`src/rtl/rc_lsu_replay_fifo_if.sv`:
```
// Bundle handshake between the primary-core capture side and the shadow-core replay side.
interface rc_lsu_replay_fifo_if #(
  parameter int DW = 70
);
  logic          in_vld;
  logic [DW-1:0] in_dat;
  logic          out_vld;
  logic          out_rdy;
  logic [DW-1:0] out_dat;

  modport master (output in_vld, in_dat, out_rdy, input out_vld, out_dat);
  modport slave  (input in_vld, in_dat, out_rdy, output out_vld, out_dat);
endinterface

```
`src/rtl/rc_lsu_replay_fifo.sv`:
```
// Lagged in-order replay FIFO feeding LSU bundles from the primary core to the shadow core.
module rc_lsu_replay_fifo #(
  parameter int DW    = 70,
  parameter int DEPTH = 4,
  parameter int LAG   = 2
) (
  input  logic                         clk,
  input  logic                         rst,
  input  logic                         lden,
  input  logic                         flush,
  input  logic                         err_clr,
  rc_lsu_replay_fifo_if.slave          bus,
  output logic [$clog2(DEPTH+1)-1:0]   count,
  output logic                         full,
  output logic                         empty,
  output logic                         ovf_err
);
  localparam int PW = $clog2(DEPTH);
  localparam int CW = $clog2(DEPTH+1);
  localparam logic [3:0] LAG_A = 4'(LAG);

  logic [DW-1:0]    mem [DEPTH];
  logic [3:0]       age [DEPTH];
  logic [DEPTH-1:0] ent_vld;
  logic [PW-1:0]    wr_ptr;
  logic [PW-1:0]    rd_ptr;
  logic             push_req;
  logic             push_acc;
  logic             pop;
  logic             ovf_set;

  assign empty       = (count == '0);
  assign full        = (count == CW'(DEPTH));
  assign bus.out_vld = !empty && (age[rd_ptr] >= LAG_A);
  assign bus.out_dat = mem[rd_ptr];
  assign pop         = bus.out_vld & bus.out_rdy;
  assign push_req    = lden & bus.in_vld;
  // A full FIFO still takes a push when the head leaves in the same cycle.
  assign push_acc    = push_req & (~full | pop) & ~flush;
  assign ovf_set     = push_req & full & ~pop & ~flush;

  always_ff @(posedge clk) begin
    if (rst) begin
      wr_ptr  <= '0;
      rd_ptr  <= '0;
      count   <= '0;
      ent_vld <= '0;
      ovf_err <= 1'b0;
      for (int i = 0; i < DEPTH; i++) age[i] <= '0;
    end else if (flush) begin
      wr_ptr  <= '0;
      rd_ptr  <= '0;
      count   <= '0;
      ent_vld <= '0;
      ovf_err <= ovf_err & ~err_clr;
      for (int i = 0; i < DEPTH; i++) age[i] <= '0;
    end else begin
      for (int i = 0; i < DEPTH; i++) begin
        if (lden && ent_vld[i] && (age[i] < LAG_A))
          age[i] <= age[i] + 4'd1;
      end
      if (pop) begin
        ent_vld[rd_ptr] <= 1'b0;
        rd_ptr          <= rd_ptr + PW'(1);
      end
      // Placed after the pop/aging updates so a slot reused this cycle starts fresh.
      if (push_acc) begin
        ent_vld[wr_ptr] <= 1'b1;
        age[wr_ptr]     <= '0;
        wr_ptr          <= wr_ptr + PW'(1);
      end
      case ({push_acc, pop})
        2'b10:   count <= count + CW'(1);
        2'b01:   count <= count - CW'(1);
        default: count <= count;
      endcase
      ovf_err <= ovf_set | (ovf_err & ~err_clr);
    end
  end

  always_ff @(posedge clk) begin
    if (push_acc && !rst) mem[wr_ptr] <= bus.in_dat;
  end
endmodule

```
`src/flat_wrapper.sv`:
```
// flat-port wrapper written by rule: the top's interface ports become plain ports
module rc_lsu_replay_fifo_flat 
#(
  parameter int DW    = 70,
  parameter int DEPTH = 4,
  parameter int LAG   = 2
)
  (clk, rst, lden, flush, err_clr, count, full, empty, ovf_err, bus_in_vld, bus_in_dat, bus_out_rdy, bus_out_vld, bus_out_dat);
  rc_lsu_replay_fifo_if #(.DW(DW)) bus_i ();
  input  logic clk;
  input  logic rst;
  input  logic lden;
  input  logic flush;
  input  logic err_clr;
  output logic [$clog2(DEPTH+1)-1:0] count;
  output logic full;
  output logic empty;
  output logic ovf_err;
  input wire logic [$bits(bus_i.in_vld)-1:0] bus_in_vld;
  input wire logic [$bits(bus_i.in_dat)-1:0] bus_in_dat;
  input wire logic [$bits(bus_i.out_rdy)-1:0] bus_out_rdy;
  output wire logic [$bits(bus_i.out_vld)-1:0] bus_out_vld;
  output wire logic [$bits(bus_i.out_dat)-1:0] bus_out_dat;
  assign bus_i.in_vld = bus_in_vld;
  assign bus_i.in_dat = bus_in_dat;
  assign bus_i.out_rdy = bus_out_rdy;
  assign bus_out_vld = bus_i.out_vld;
  assign bus_out_dat = bus_i.out_dat;
  rc_lsu_replay_fifo #(.DW(DW), .DEPTH(DEPTH), .LAG(LAG)) u_core (.clk(clk), .rst(rst), .lden(lden), .flush(flush), .err_clr(err_clr), .bus(bus_i), .count(count), .full(full), .empty(empty), .ovf_err(ovf_err));
endmodule
```
`config.mk`:
```
export PLATFORM = sky130hd
export DESIGN_NAME = rc_lsu_replay_fifo_flat
export DESIGN_NICKNAME = d
export VERILOG_FILES = /design/src/rtl/rc_lsu_replay_fifo_if.sv /design/src/rtl/rc_lsu_replay_fifo.sv /design/src/flat_wrapper.sv
export SDC_FILE = /design/constraint.sdc
export NUM_CORES = 1
export LEC_CHECK = 0
export ABC_CLOCK_PERIOD_IN_PS = 4030
export CAP_MARGIN = 25
export CELL_PAD_IN_SITES_DETAIL_PLACEMENT = 0
export CELL_PAD_IN_SITES_GLOBAL_PLACEMENT = 2
export CORE_MARGIN = 1.5
export CORE_UTILIZATION = 48
export CTS_BUF_LIST = sky130_fd_sc_hd__clkbuf_16
export DETAILED_ROUTE_END_ITERATION = 7
export DONT_BUFFER_PORTS = 1
export PLACE_DENSITY_LB_ADDON = 0.05
export SLEW_MARGIN = 40
export SYNTH_ARGS = -nofsm -noshare
export SYNTH_HDL_FRONTEND = slang
export SYNTH_SLANG_ARGS = --single-unit
```
`constraint.sdc`:
```
create_clock -name clk -period 4.03 [get_ports clk]
set_input_delay 0.403 -clock clk [delete_from_list [all_inputs] [get_ports clk]]
set_output_delay 0.403 -clock clk [all_outputs]
set_load 0.02 [all_outputs]
```
==> summary.md <==
| Metric | Value |
|---|---|
| Status | completed |
| R2R depth | 6 |
| Total Wirelength | 20,600 um |
| Hold depth | 3 |
| Pwr/cell area | 469 nW/um^2 |
| Die Ht | 158 um |
| Synth cell types | 40 |
| XOR/XNOR Fraction of Synth Area | 0.531% |
| Final worst-path cycle share | 76.7% |
| Final Max Slew Viols | 0 |
| Filler cells | 1,781 |
| Critical-path top delay cell | dfxtp_4 |
| 1st-pass router iterations | 4 |
| Setup Skew | 11.4 ps |
| RD Place Congestion | 0.750 |
| CP max FO | 37 |
| PortBufs | 0 |
| Pleak | 4.32 nW |
| CTS tree | built |
| Total negative setup slack | 0 ps |
| Max Cap Viol | 0 |
| Critical-path cell list | or2_2, o2111ai_1, or4_4, a21oi_4, and2_4, buf_4 |
| Min-delay src | err_clr |
| Predominant post-synthesis flop cell | edfxtp_1 |
| Largest net degree at the start of global routing | 71 |
| Worst VDD drop | 0.000315 V |
| Total GRT Usage | 17.0% |
| Area leader, netlist | edfxtp_1 |
| Syn nets | 614 |
| Clock latency on the worst-skew pair | 550 ps |
| Simple-gate share of the synthesized area | 2.44% |
| Drt first-iter violations | 316 |
| CTS H-tree depth | 1 |
| Crit start category | flip-flop |
| Area fraction in compound gates after synthesis | 2.68% |
| Worst Hold Class | input port to flip-flop |
| Async set or reset register ratio after synthesis | 0% |
| Period minus WS final | 3090 ps |
| Worst path top cell family by delay | simple AND/OR/NAND/NOR gates |
| Seq/Total Area, Yosys | 78.0% |
| Reg clk slew, reported paths | 60 ps |
| # IOs | 154 |
| CTS sink count | 310 |
| Total CTS buffers | 31 |
| Register Area | 9020 um^2 |
| Core region area | 23,500 um^2 |
| Hold Path End | u_core.ovf_err |
| Initial antenna violation count | 1 |
| Final hold vios | 0 |
| WL/cell | 21.4 um |
| Vias in the first global route | 5,641 |
| Global-route wire length before repair | 31,900 um |
| CP arrival | 3320 ps |
| Detailed Place HPWL | 12,300 um |
| Die area | 25,000 um^2 |
| Crit Path Class | flip-flop to flip-flop |
| RSZ-0062 raised after global routing | false |
| Mapped Cells | 523 |
| Remaining DRCs | 0 |
| Reg2reg end | u_core.mem[1][64] |
| Nets | 709 |
| Worst path bufs/invs | 1 |
| Tightest Pin Transition | 790 ps |
| Via density | 5.48 |
| Multiplexer area fraction after synthesis | 13.6% |
| Flops & latches, synth | 310 |
| Cell Area, Synth | 11,600 um^2 |
| Rows | 56 |
| Cts repair resizes | 0 |
| Worst slack, placed | 832 ps |
| Dominant cells by area after synthesis | edfxtp_1 73%, mux4_2 14%, dfxtp_1 5.2% |
| Global route total overflow | 0 |
| Buffer depth of the longest clock path | 3 |
| Reg2Reg Setup Slack | 940 ps |
| Final setup margin | 939 ps |
| Post-Synth Adder-Cell Area | 1.58% |
| Max stage delay on crit path | 790 ps |
| Die Width | 158 um |
| Yosys warns | 0 |
| Starting density of the core | 49.1% |
| Critical path required time | 4260 ps |
| Root Buffer | clkbuf_16 |
| Max transition margin | 47.3% |
| Antenna Nets Post-Route | 0 |
| FMAX | 0.324 GHz |
| Multi-input gate area | 2430 um^2 |
| Share of layout cells above drive strength 1 | 23.0% |
| Syn_area_per_cell | 22.1 um^2 |
| Post-CTS Setup Repair Bufs | 0 |
| Syn-to-layout area delta | 19.0% |
| Top-area cell type share of the netlist area | 72.8% |
| Post-synth EDFFs | 280 |
| Most common cell in the netlist | edfxtp_1 |
| Crit. End Element | flip-flop |
| Synth top cells by count | 280 x edfxtp_1, 70 x mux4_2, 30 x dfxtp_1 |
| Final setup viols | 0 |
| Via count | 5,274 |
| Largest family of logic cells by synthesized area | multiplexers |
[flip-flops by register name, summed over array words and instances, names as in the netlist, named ones only]
name / flops
u_core.age: 16
u_core.mem: 280
u_core.wr_ptr: 2
u_core.rd_ptr: 2
u_core.count: 3
u_core.ent_vld: 4
u_core.ovf_err: 1
[layout make-up]
cell class / instances / area share (%)
flip-flops and latches: 310 / 65.6
inverters: 12 / 0.328
clock buffers: 31 / 5.65
well taps: 319 / 2.90
diodes: 1 / 0.0182
clock inverters: 27 / 1.69
multi-input cells: 182 / 17.7
repair buffers: 81 / 6.14
[per-layer routing]
| layer | vias to the layer above | part of all wire [%] | global-route usage [%] |
|---|---|---|---|
| met5 | - | 0 | 0 |
| met4 | 0 | 1.7 | 4.01 |
| met3 | 36 | 5.6 | 3.94 |
| met2 | 124 | 50 | 28.4 |
| met1 | 2753 | 43 | 22.9 |
| li1 | 2361 | - | - |
[what timing repair did]
action / in CTS / in global routing
hold buffers: 71 / 0
setup endpoints to repair: 0 / 0
endpoints found under the hold margin: 281 / 0
[worst register-to-register path, cell delays in order (launching register included)]
cell       delay, ps
dfxtp_4          790
or2_2            250
o2111ai_1        110
or4_4            490
a21oi_4          280
and2_4           500
buf_4            350
[kinds of logic after synthesis]
kind of cell,count (synthesis)
muxes,70
DFF,310
buffers and inverters,31
AOI/OAI and AO/OA,41
adders and majority gates,14
xor gates and xnor gates,7
and+or+nand+nor,50
[metrics by stage]
stage | cell area (um^2) | hold slack [ps] | utilization [%] | std cells | power [mW]
6_report | 13700 | 55.6 | 58.4 | 963 | 6.45
5_1_grt | 13700 | 77.5 | 58.4 | 963 | 6.66
2_1_floorplan | 11600 | 412 | - | 523 | 3.64
4_1_cts | 13700 | 26.8 | 58.4 | 962 | 6.52
3_5_place_dp | 12000 | 426 | 51.1 | 833 | 3.65
3_3_place_gp | 12000 | 422 | 51.0 | 833 | 3.65
[cell usage in the layout (no fill, tap or decap), types with 3 or more instances in the layout]
cell type	count
clkbuf_16	31
clkinv_1	5
buf_4	4
ha_1	13
and3_2	3
and2_4	4
a211oi_1	7
inv_1	20
a32o_1	4
mux4_2	70
nand3_1	3
buf_12	4
dlygate4sd3_1	71
clkinv_2	4
dfxtp_1	28
nor2_1	9
xnor2_1	5
a211oi_2	5
nor3_1	3
bufinv_16	4
nand2_1	13
clkinvlp_4	3
edfxtp_1	280
a21oi_1	17
[power by group]
part           leakage [nW]  switching, mW  internal [mW]  total (mW)
clock                 0.519           1.13           1.65        2.78
sequential             2.77        0.00421           3.52        3.52
combinational          1.04         0.0813         0.0645       0.146
total                  4.32           1.22           5.23        6.45
[worst max-delay path by stage]
stage	to	depth (start not counted)	slack, ps	startpoint
3_5_place_dp	u_core.mem[1][28]	6	830	flip-flop
2_1_floorplan	u_core.mem[0][0]	5	420	u_core.count[0]
6_report	u_core.mem[1][64]	6	940	flip-flop
5_1_grt	u_core.mem[0][37]	6	690	flip-flop
3_3_place_gp	u_core.mem[1][25]	6	900	flip-flop
4_1_cts	u_core.mem[1][28]	6	830	flip-flop
(Power assumes the default switching activity.)
